`src/rtl/microwave_ctrl.sv`:
```
//==============================================================================
// Module   : microwave_ctrl
// Purpose  : Top-level sequencing controller for a microwave oven. It builds
//            an MM:SS cook time from BCD keypad digits, reacts to the
//            start/stop/clear buttons and the door switch, counts the time
//            down on a 1 Hz tick, and drives the magnetron and done lamp.
//
// Ports    : clk            in   system clock
//            reset          in   synchronous, active-high reset
//            tick_1hz       in   one-cycle pulse per second
//            digit_valid    in   one-cycle strobe, digit holds a new key
//            digit[3:0]     in   BCD key value (10..15 ignored)
//            startn         in   start button level, active low
//            stopn          in   stop button level, active low
//            clearn         in   clear button level, active low
//            door_closed    in   1 = door closed
//            keypad_enablen out  active-low keypad encoder enable
//            time_bcd[15:0] out  {min_tens, min_units, sec_tens, sec_units}
//            mag_on         out  magnetron enable (gated by the door)
//            done           out  cook-complete level
//            state[2:0]     out  current state code
//
// Options  : MICROWAVE_QUICK_START_EN - when defined, start with a zero time
//            (IDLE, or ENTRY at 0000) loads 00:30 and begins cooking.
//
// Revision : 1.0 - initial release
//==============================================================================
`default_nettype none

module microwave_ctrl #(
   parameter int MAX_DIGITS = 4
) (
   input  logic        clk,
   input  logic        reset,
   input  logic        tick_1hz,
   input  logic        digit_valid,
   input  logic [3:0]  digit,
   input  logic        startn,
   input  logic        stopn,
   input  logic        clearn,
   input  logic        door_closed,
   output logic        keypad_enablen,
   output logic [15:0] time_bcd,
   output logic        mag_on,
   output logic        done,
   output logic [2:0]  state
);

   // The MM:SS datapath below is hard-wired to four digits.
   generate
      if (MAX_DIGITS != 4) begin : g_bad_max_digits
         $error("microwave_ctrl supports only MAX_DIGITS = 4");
      end
   endgenerate

`ifdef MICROWAVE_QUICK_START_EN
   localparam logic QUICK_START = 1'b1;
`else
   localparam logic QUICK_START = 1'b0;
`endif

   localparam logic [15:0] QUICK_TIME = 16'h0030;

   typedef enum logic [2:0] {
      S_IDLE  = 3'd0,
      S_ENTRY = 3'd1,
      S_COOK  = 3'd2,
      S_PAUSE = 3'd3,
      S_DONE  = 3'd4
   } state_t;

   state_t      state_q;
   state_t      state_d;
   logic [15:0] time_q;
   logic [15:0] time_d;
   logic [15:0] time_dec;

   // Previous button levels reset to 0 so a button held low through reset
   // must be released before it can generate an event.
   logic start_prev;
   logic stop_prev;
   logic clear_prev;

   logic start_ev;
   logic stop_ev;
   logic clear_ev;
   logic door_open;
   logic digit_ok;

   assign start_ev  = start_prev & ~startn;
   assign stop_ev   = stop_prev  & ~stopn;
   assign clear_ev  = clear_prev & ~clearn;
   assign door_open = ~door_closed;
   assign digit_ok  = digit_valid & (digit <= 4'd9);

   //---------------------------------------------------------------------------
   // BCD decrement of MM:SS. Seconds tens borrow to 5; values above 5 typed by
   // the user simply count down. Only used when time is non-zero.
   //---------------------------------------------------------------------------
   always_comb begin
      time_dec = time_q;
      if (time_q[3:0] != 4'd0) begin
         time_dec[3:0] = time_q[3:0] - 4'd1;
      end else begin
         time_dec[3:0] = 4'd9;
         if (time_q[7:4] != 4'd0) begin
            time_dec[7:4] = time_q[7:4] - 4'd1;
         end else begin
            time_dec[7:4] = 4'd5;
            if (time_q[11:8] != 4'd0) begin
               time_dec[11:8] = time_q[11:8] - 4'd1;
            end else begin
               time_dec[11:8]  = 4'd9;
               time_dec[15:12] = time_q[15:12] - 4'd1;
            end
         end
      end
   end

   //---------------------------------------------------------------------------
   // Next-state logic. Within each state the branches are ordered
   // clear > stop > door open > start > digit > tick; an event with no effect
   // in the current state does not mask a lower-priority one.
   //---------------------------------------------------------------------------
   always_comb begin
      state_d = state_q;
      time_d  = time_q;
      case (state_q)
         S_IDLE: begin
            time_d = 16'h0000;
            if (QUICK_START && start_ev && door_closed) begin
               state_d = S_COOK;
               time_d  = QUICK_TIME;
            end else if (digit_ok) begin
               state_d = S_ENTRY;
               time_d  = {12'h000, digit};
            end
         end
         S_ENTRY: begin
            if (clear_ev) begin
               state_d = S_IDLE;
               time_d  = 16'h0000;
            end else if (start_ev && door_closed && (time_q != 16'h0000)) begin
               state_d = S_COOK;
            end else if (QUICK_START && start_ev && door_closed) begin
               state_d = S_COOK;
               time_d  = QUICK_TIME;
            end else if (digit_ok) begin
               time_d = {time_q[11:0], digit};
            end
         end
         S_COOK: begin
            if (clear_ev) begin
               state_d = S_IDLE;
               time_d  = 16'h0000;
            end else if (stop_ev || door_open) begin
               state_d = S_PAUSE;
            end else if (tick_1hz) begin
               // 0001 (or a degenerate 0000) finishes on this same edge.
               if (time_q <= 16'h0001) begin
                  state_d = S_DONE;
                  time_d  = 16'h0000;
               end else begin
                  time_d = time_dec;
               end
            end
         end
         S_PAUSE: begin
            if (clear_ev || stop_ev) begin
               state_d = S_IDLE;
               time_d  = 16'h0000;
            end else if (start_ev && door_closed) begin
               state_d = S_COOK;
            end
         end
         S_DONE: begin
            time_d = 16'h0000;
            if (clear_ev || stop_ev || door_open) begin
               state_d = S_IDLE;
            end else if (digit_ok) begin
               state_d = S_ENTRY;
               time_d  = {12'h000, digit};
            end
         end
         default: begin
            state_d = S_IDLE;
            time_d  = 16'h0000;
         end
      endcase
   end

   always_ff @(posedge clk) begin
      if (reset) begin
         state_q    <= S_IDLE;
         time_q     <= 16'h0000;
         start_prev <= 1'b0;
         stop_prev  <= 1'b0;
         clear_prev <= 1'b0;
      end else begin
         state_q    <= state_d;
         time_q     <= time_d;
         start_prev <= startn;
         stop_prev  <= stopn;
         clear_prev <= clearn;
      end
   end

   // Door gate is combinational so the magnetron drops in the cycle the door
   // opens, one edge before the state reaches PAUSE.
   assign mag_on         = (state_q == S_COOK) & door_closed;
   assign done           = (state_q == S_DONE);
   assign keypad_enablen = ~((state_q == S_IDLE) | (state_q == S_ENTRY) |
                             (state_q == S_DONE));
   assign time_bcd       = time_q;
   assign state          = state_q;

endmodule

`default_nettype wire

```
`config.mk`:
```
export PLATFORM = sky130hd
export DESIGN_NAME = microwave_ctrl
export DESIGN_NICKNAME = d
export VERILOG_FILES = /design/src/rtl/microwave_ctrl.sv
export SDC_FILE = /design/constraint.sdc
export NUM_CORES = 1
export LEC_CHECK = 0
export BUFFER_PORTS_ARGS = -buffer_cell sky130_fd_sc_hd__clkbuf_2
export CAP_MARGIN = 20
export CORE_MARGIN = 1.5
export CORE_UTILIZATION = 55
export CTS_CLUSTER_DIAMETER = 80
export CTS_CLUSTER_SIZE = 28
export DETAILED_ROUTE_END_ITERATION = 10
export PLACE_DENSITY = 0.77
export SKIP_LAST_GASP = 1
export SLEW_MARGIN = 20
export SYNTH_ARGS = -nofsm -noshare
export SYNTH_HDL_FRONTEND = slang
export SYNTH_SLANG_ARGS = --single-unit
```
`constraint.sdc`:
```
create_clock -name clk -period 5.4 [get_ports clk]
set_input_delay 1.62 -clock clk [delete_from_list [all_inputs] [get_ports clk]]
set_output_delay 1.62 -clock clk [all_outputs]
set_load 0.01 [all_outputs]
```
==> metrics.log <==
INFO  metric hp-start = time_bcd[15]$_SDFFE_PP0P_
INFO  metric power.share.clock = 14.6%
INFO  metric globalplace.congestion = 0.955
INFO  metric cell_area_after_synthesis = 1510 um2
INFO  metric area_delta_synth_final = 12.1%
INFO  metric detailroute.via_count = 1,695
INFO  metric critical_path_required = 3.78 ns
INFO  metric via_per_inst = 6.81
INFO  metric grt_antenna_before_repair = 0
INFO  metric ys_warn_count = 0
INFO  metric fp.dieH = 55.4 um
INFO  metric finalNetCount = 233
INFO  metric ys_seq_elements = 22
INFO  metric power_report.internal_total = 349 uW
INFO  metric drc = 0
INFO  metric synth_mux_area_share = 0%
INFO  metric max_freq = 274 MHz
INFO  metric setup-tns-final = 0 ns
INFO  metric run_status = finished clean
INFO  metric routed_wl = 4150 um
INFO  metric floorplan.core_area = 2540 um2
INFO  metric timing.hold.worst_endpoint = time_bcd[15]$_SDFFE_PP0P_
INFO  metric regToRegSetupSlack = 2.84 ns
INFO  metric maxCapViolCount = 0
INFO  metric cts_hold_buf = 0
INFO  metric initial_utilization = 59.2%
INFO  metric clk_latency = 0.30 ns
INFO  metric global_route_wire_length_before_repair = 7120 um
INFO  metric critical_path.reg2reg.endpoint = time_bcd[6]$_SDFFE_PP0P_
INFO  metric dp_hpwl = 3010 um
INFO  metric diodes = 0
INFO  metric critical_path_class = primary input to output pin
INFO  metric port_buf_inserts = 33
INFO  metric comb_power_share = 48.8%
INFO  metric postLayoutSetupSlackWorst = 1.75 ns
INFO  metric worst_clock_skew = 0.000597 ns
INFO  metric cts_repair_resize_count = 0
INFO  metric synth_async_reset_ratio = 0%
INFO  metric cts_buffers = 3
INFO  metric final-max-slew-violation-count = 0
INFO  metric timing.critical_path.to_type = output pin
INFO  metric final_min_period_over_clock_period = 67.7%
INFO  metric clock_tree.htree_level_count = 1
INFO  metric power-per-cell-area = 371 nW/um2
INFO  metric fp-row-count = 18
INFO  metric gr-usage-met3 = 3.04%
INFO  metric finalWorstPathRequiredPeriod = 3.65 ns
INFO  metric met2_usage = 41.8%
INFO  metric grt_busiest_layer = met2
INFO  metric synth_compound_gate_area_share = 33.4%
INFO  metric dominant_combinational_cell_family_by_area_after_synthesis = compound AO/OA/AOI/OAI gates
INFO  metric grt_start_max_net_pins = 18
INFO  metric synth.yosys.seq_area_share = 29.2%
INFO  metric post_cts_buffers = 0
INFO  metric class_of_the_tightest_hold_or_removal_check = flip-flop to flip-flop
INFO  metric worst-path-max-fanout = 5
INFO  metric dr.first_iter.drc_count = 115
INFO  metric power.switching_fraction = 44.3%
INFO  metric dp_worst_setup_slack = 1.75 ns
INFO  metric timing.final.hold_violations = 0
INFO  metric clock_tree.buffer_depth = 2
INFO  metric start_kind = primary input
INFO  metric avgSynthCellArea = 7.81 um2
INFO  metric tritoncts = built
INFO  metric grt_pass1_vias = 1,516
INFO  metric finalSetupViolations = 0
INFO  metric globalRouteTotalUtil = 27.7%
INFO  metric cts_num_sinks = 22
INFO  metric synth-adder-area-share = 0.830%
INFO  metric sequentialPowerShare = 36.6%
INFO  metric clockRootBuffer = sky130_fd_sc_hd__clkbuf_4
INFO  metric logic_depth_of_the_worst_register_to_register_path = 5
INFO  metric synth_largest_area_cell = sky130_fd_sc_hd__dfxtp_1
INFO  metric data_arrival_time_of_the_critical_path = 2.03 ns
INFO  metric synth_edf_count = 0
INFO  metric share_of_final_layout_standard_cells_stronger_than_drive_strength_1 = 21.9%
INFO  metric max_slew.worst_pin.slew = 0.822 ns
INFO  metric synth.distinct_cells = 52
INFO  metric total_switching_power = 278 uW
INFO  metric rr_startpoint = time_bcd[9]$_SDFFE_PP0P_
INFO  metric ys_dominant_reg_cell = sky130_fd_sc_hd__dfxtp_1
INFO  metric peakVddDrop = 0.000286 V
INFO  metric clk_transition_reported_paths = 0.12 ns
INFO  metric grt.met1_usage = 41.2%
INFO  metric top_level_ports = 34
INFO  metric dieWidth = 55.4 um
INFO  metric post_synth_and_or_nand_nor_area_fraction = 27.9%
INFO  metric ys_top_cells_by_area = sky130_fd_sc_hd__dfxtp_1, sky130_fd_sc_hd__a21oi_1, sky130_fd_sc_hd__o31ai_1
INFO  metric min_path_cells = 2
INFO  metric syn_inst = 193
INFO  metric mappedNetlistNets = 206
INFO  metric slew_headroom = 44.5%
INFO  metric ant_nets = 0
INFO  metric static-leakage-power = 0.656 nW
INFO  metric wl_per_cell = 16.7 um
INFO  metric rsz_0062_raised_after_global_routing = no
INFO  metric synth-xor-area-share = 1.74%
INFO  metric first_pass_iters = 4
INFO  metric grt_remaining_overflow = 0
INFO  metric die-area = 3060 um2
INFO  metric synthDominantCellAreaShare = 29.2%
[synth_stat cells, types with 5 or more instances]
library cell,n
sky130_fd_sc_hd__a211oi_1,6
sky130_fd_sc_hd__a21oi_1,17
sky130_fd_sc_hd__a31oi_1,5
sky130_fd_sc_hd__clkbuf_1,9
sky130_fd_sc_hd__dfxtp_1,22
sky130_fd_sc_hd__inv_1,10
sky130_fd_sc_hd__nand2_1,15
sky130_fd_sc_hd__nand3_1,6
sky130_fd_sc_hd__nor2_1,11
sky130_fd_sc_hd__nor3_1,7
sky130_fd_sc_hd__nor4_1,6
sky130_fd_sc_hd__o21ai_0,7
sky130_fd_sc_hd__o31ai_1,11
[worst max path at each step]
| stage | from | end | slack [ns] | cells after the start |
|---|---|---|---|---|
| 2_1_floorplan | door_closed | mag_on | 1.98 | 1 |
| 3_3_place_gp | door_closed | mag_on | 1.78 | 3 |
| 3_5_place_dp | door_closed | mag_on | 1.75 | 3 |
| 4_1_cts | door_closed | mag_on | 1.75 | 3 |
| 5_1_grt | door_closed | mag_on | 1.71 | 3 |
| 6_report | door_closed | mag_on | 1.75 | 3 |
[sequential cells by signal, indices dropped and copies added (netlist names)]
register    flops
stop_prev       1
start_prev      1
state           3
clear_prev      1
time_bcd       16
[cell type report]
| type | count | area (um2) |
|---|---|---|
| multi-input combinational | 148 | 962 |
| timing repair buffer | 34 | 173 |
| tap | 30 | 37.5 |
| clock buffer | 4 | 36.3 |
| sequential | 22 | 440 |
| fill | 232 | 855 |
| inverter | 11 | 41.3 |
[kinds of logic (layout without fill, tap and decap cells)]
group | count (synthesis) | in the layout
and+or+nand+nor | 71 | 71
buffers and inverters | 23 | 49
xor gates and xnor gates | 3 | 3
AOI/OAI and AO/OA | 73 | 73
adders and majority gates | 1 | 1
DFF | 22 | 22
[cells in the final DEF (no fill, tap or decap), types with 2 or more instances in the layout]
cell and instances:
sky130_fd_sc_hd__a31oi_1 5, sky130_fd_sc_hd__nor2b_1 3, sky130_fd_sc_hd__or3b_2 2, sky130_fd_sc_hd__nand2b_1 2, sky130_fd_sc_hd__a211oi_1 6, sky130_fd_sc_hd__o21ai_0 7, sky130_fd_sc_hd__a311oi_1 3, sky130_fd_sc_hd__or4_1 2
sky130_fd_sc_hd__clkbuf_2 33, sky130_fd_sc_hd__xnor2_1 3, sky130_fd_sc_hd__o32ai_1 2, sky130_fd_sc_hd__nor2_1 11, sky130_fd_sc_hd__a21oi_1 17, sky130_fd_sc_hd__nand2_1 15, sky130_fd_sc_hd__inv_1 10, sky130_fd_sc_hd__nand3_1 6
sky130_fd_sc_hd__nor3_1 7, sky130_fd_sc_hd__dfxtp_1 22, sky130_fd_sc_hd__nor4_1 6, sky130_fd_sc_hd__o211a_1 2, sky130_fd_sc_hd__o31ai_1 11, sky130_fd_sc_hd__a32oi_1 3, sky130_fd_sc_hd__nand3b_1 2, sky130_fd_sc_hd__clkbuf_4 3
sky130_fd_sc_hd__o311ai_0 3, sky130_fd_sc_hd__a22oi_1 3, sky130_fd_sc_hd__or3_1 2, sky130_fd_sc_hd__o22ai_1 4
[through the flow]
stage	area [um2]	instances	util (%)	hold slack [ns]	power [mW]
detailed placement	1650	245	65.0	0.496	0.531
floorplan	1510	193	-	0.508	0.466
global route	1690	249	66.4	0.561	0.670
global placement	1650	245	65.0	0.488	0.528
finish	1690	249	66.4	0.511	0.627
CTS	1690	249	66.4	0.516	0.622
[power groups by stage]
| stage | combinational (mW) | clock, mW | sequential, mW |
|---|---|---|---|
| 5_1_grt | 0.337 | 0.0992 | 0.234 |
| 4_1_cts | 0.302 | 0.0922 | 0.228 |
| 3_5_place_dp | 0.300 | 0 | 0.232 |
| 3_3_place_gp | 0.298 | 0 | 0.230 |
| 2_1_floorplan | 0.239 | 0 | 0.226 |
| 6_report | 0.306 | 0.0917 | 0.230 |
[metal layers]
layer,up-vias,share of wire (%)
li1,801,-
met1,791,43
met2,93,47
met3,10,9.1
met4,0,1.1
met5,-,0
[worst max-delay path, cell delays in order]
cell,delay [ns]
sky130_fd_sc_hd__clkbuf_2,0.12
sky130_fd_sc_hd__and3_1,0.16
sky130_fd_sc_hd__clkbuf_2,0.13
Power figures use the tool's default switching activity.
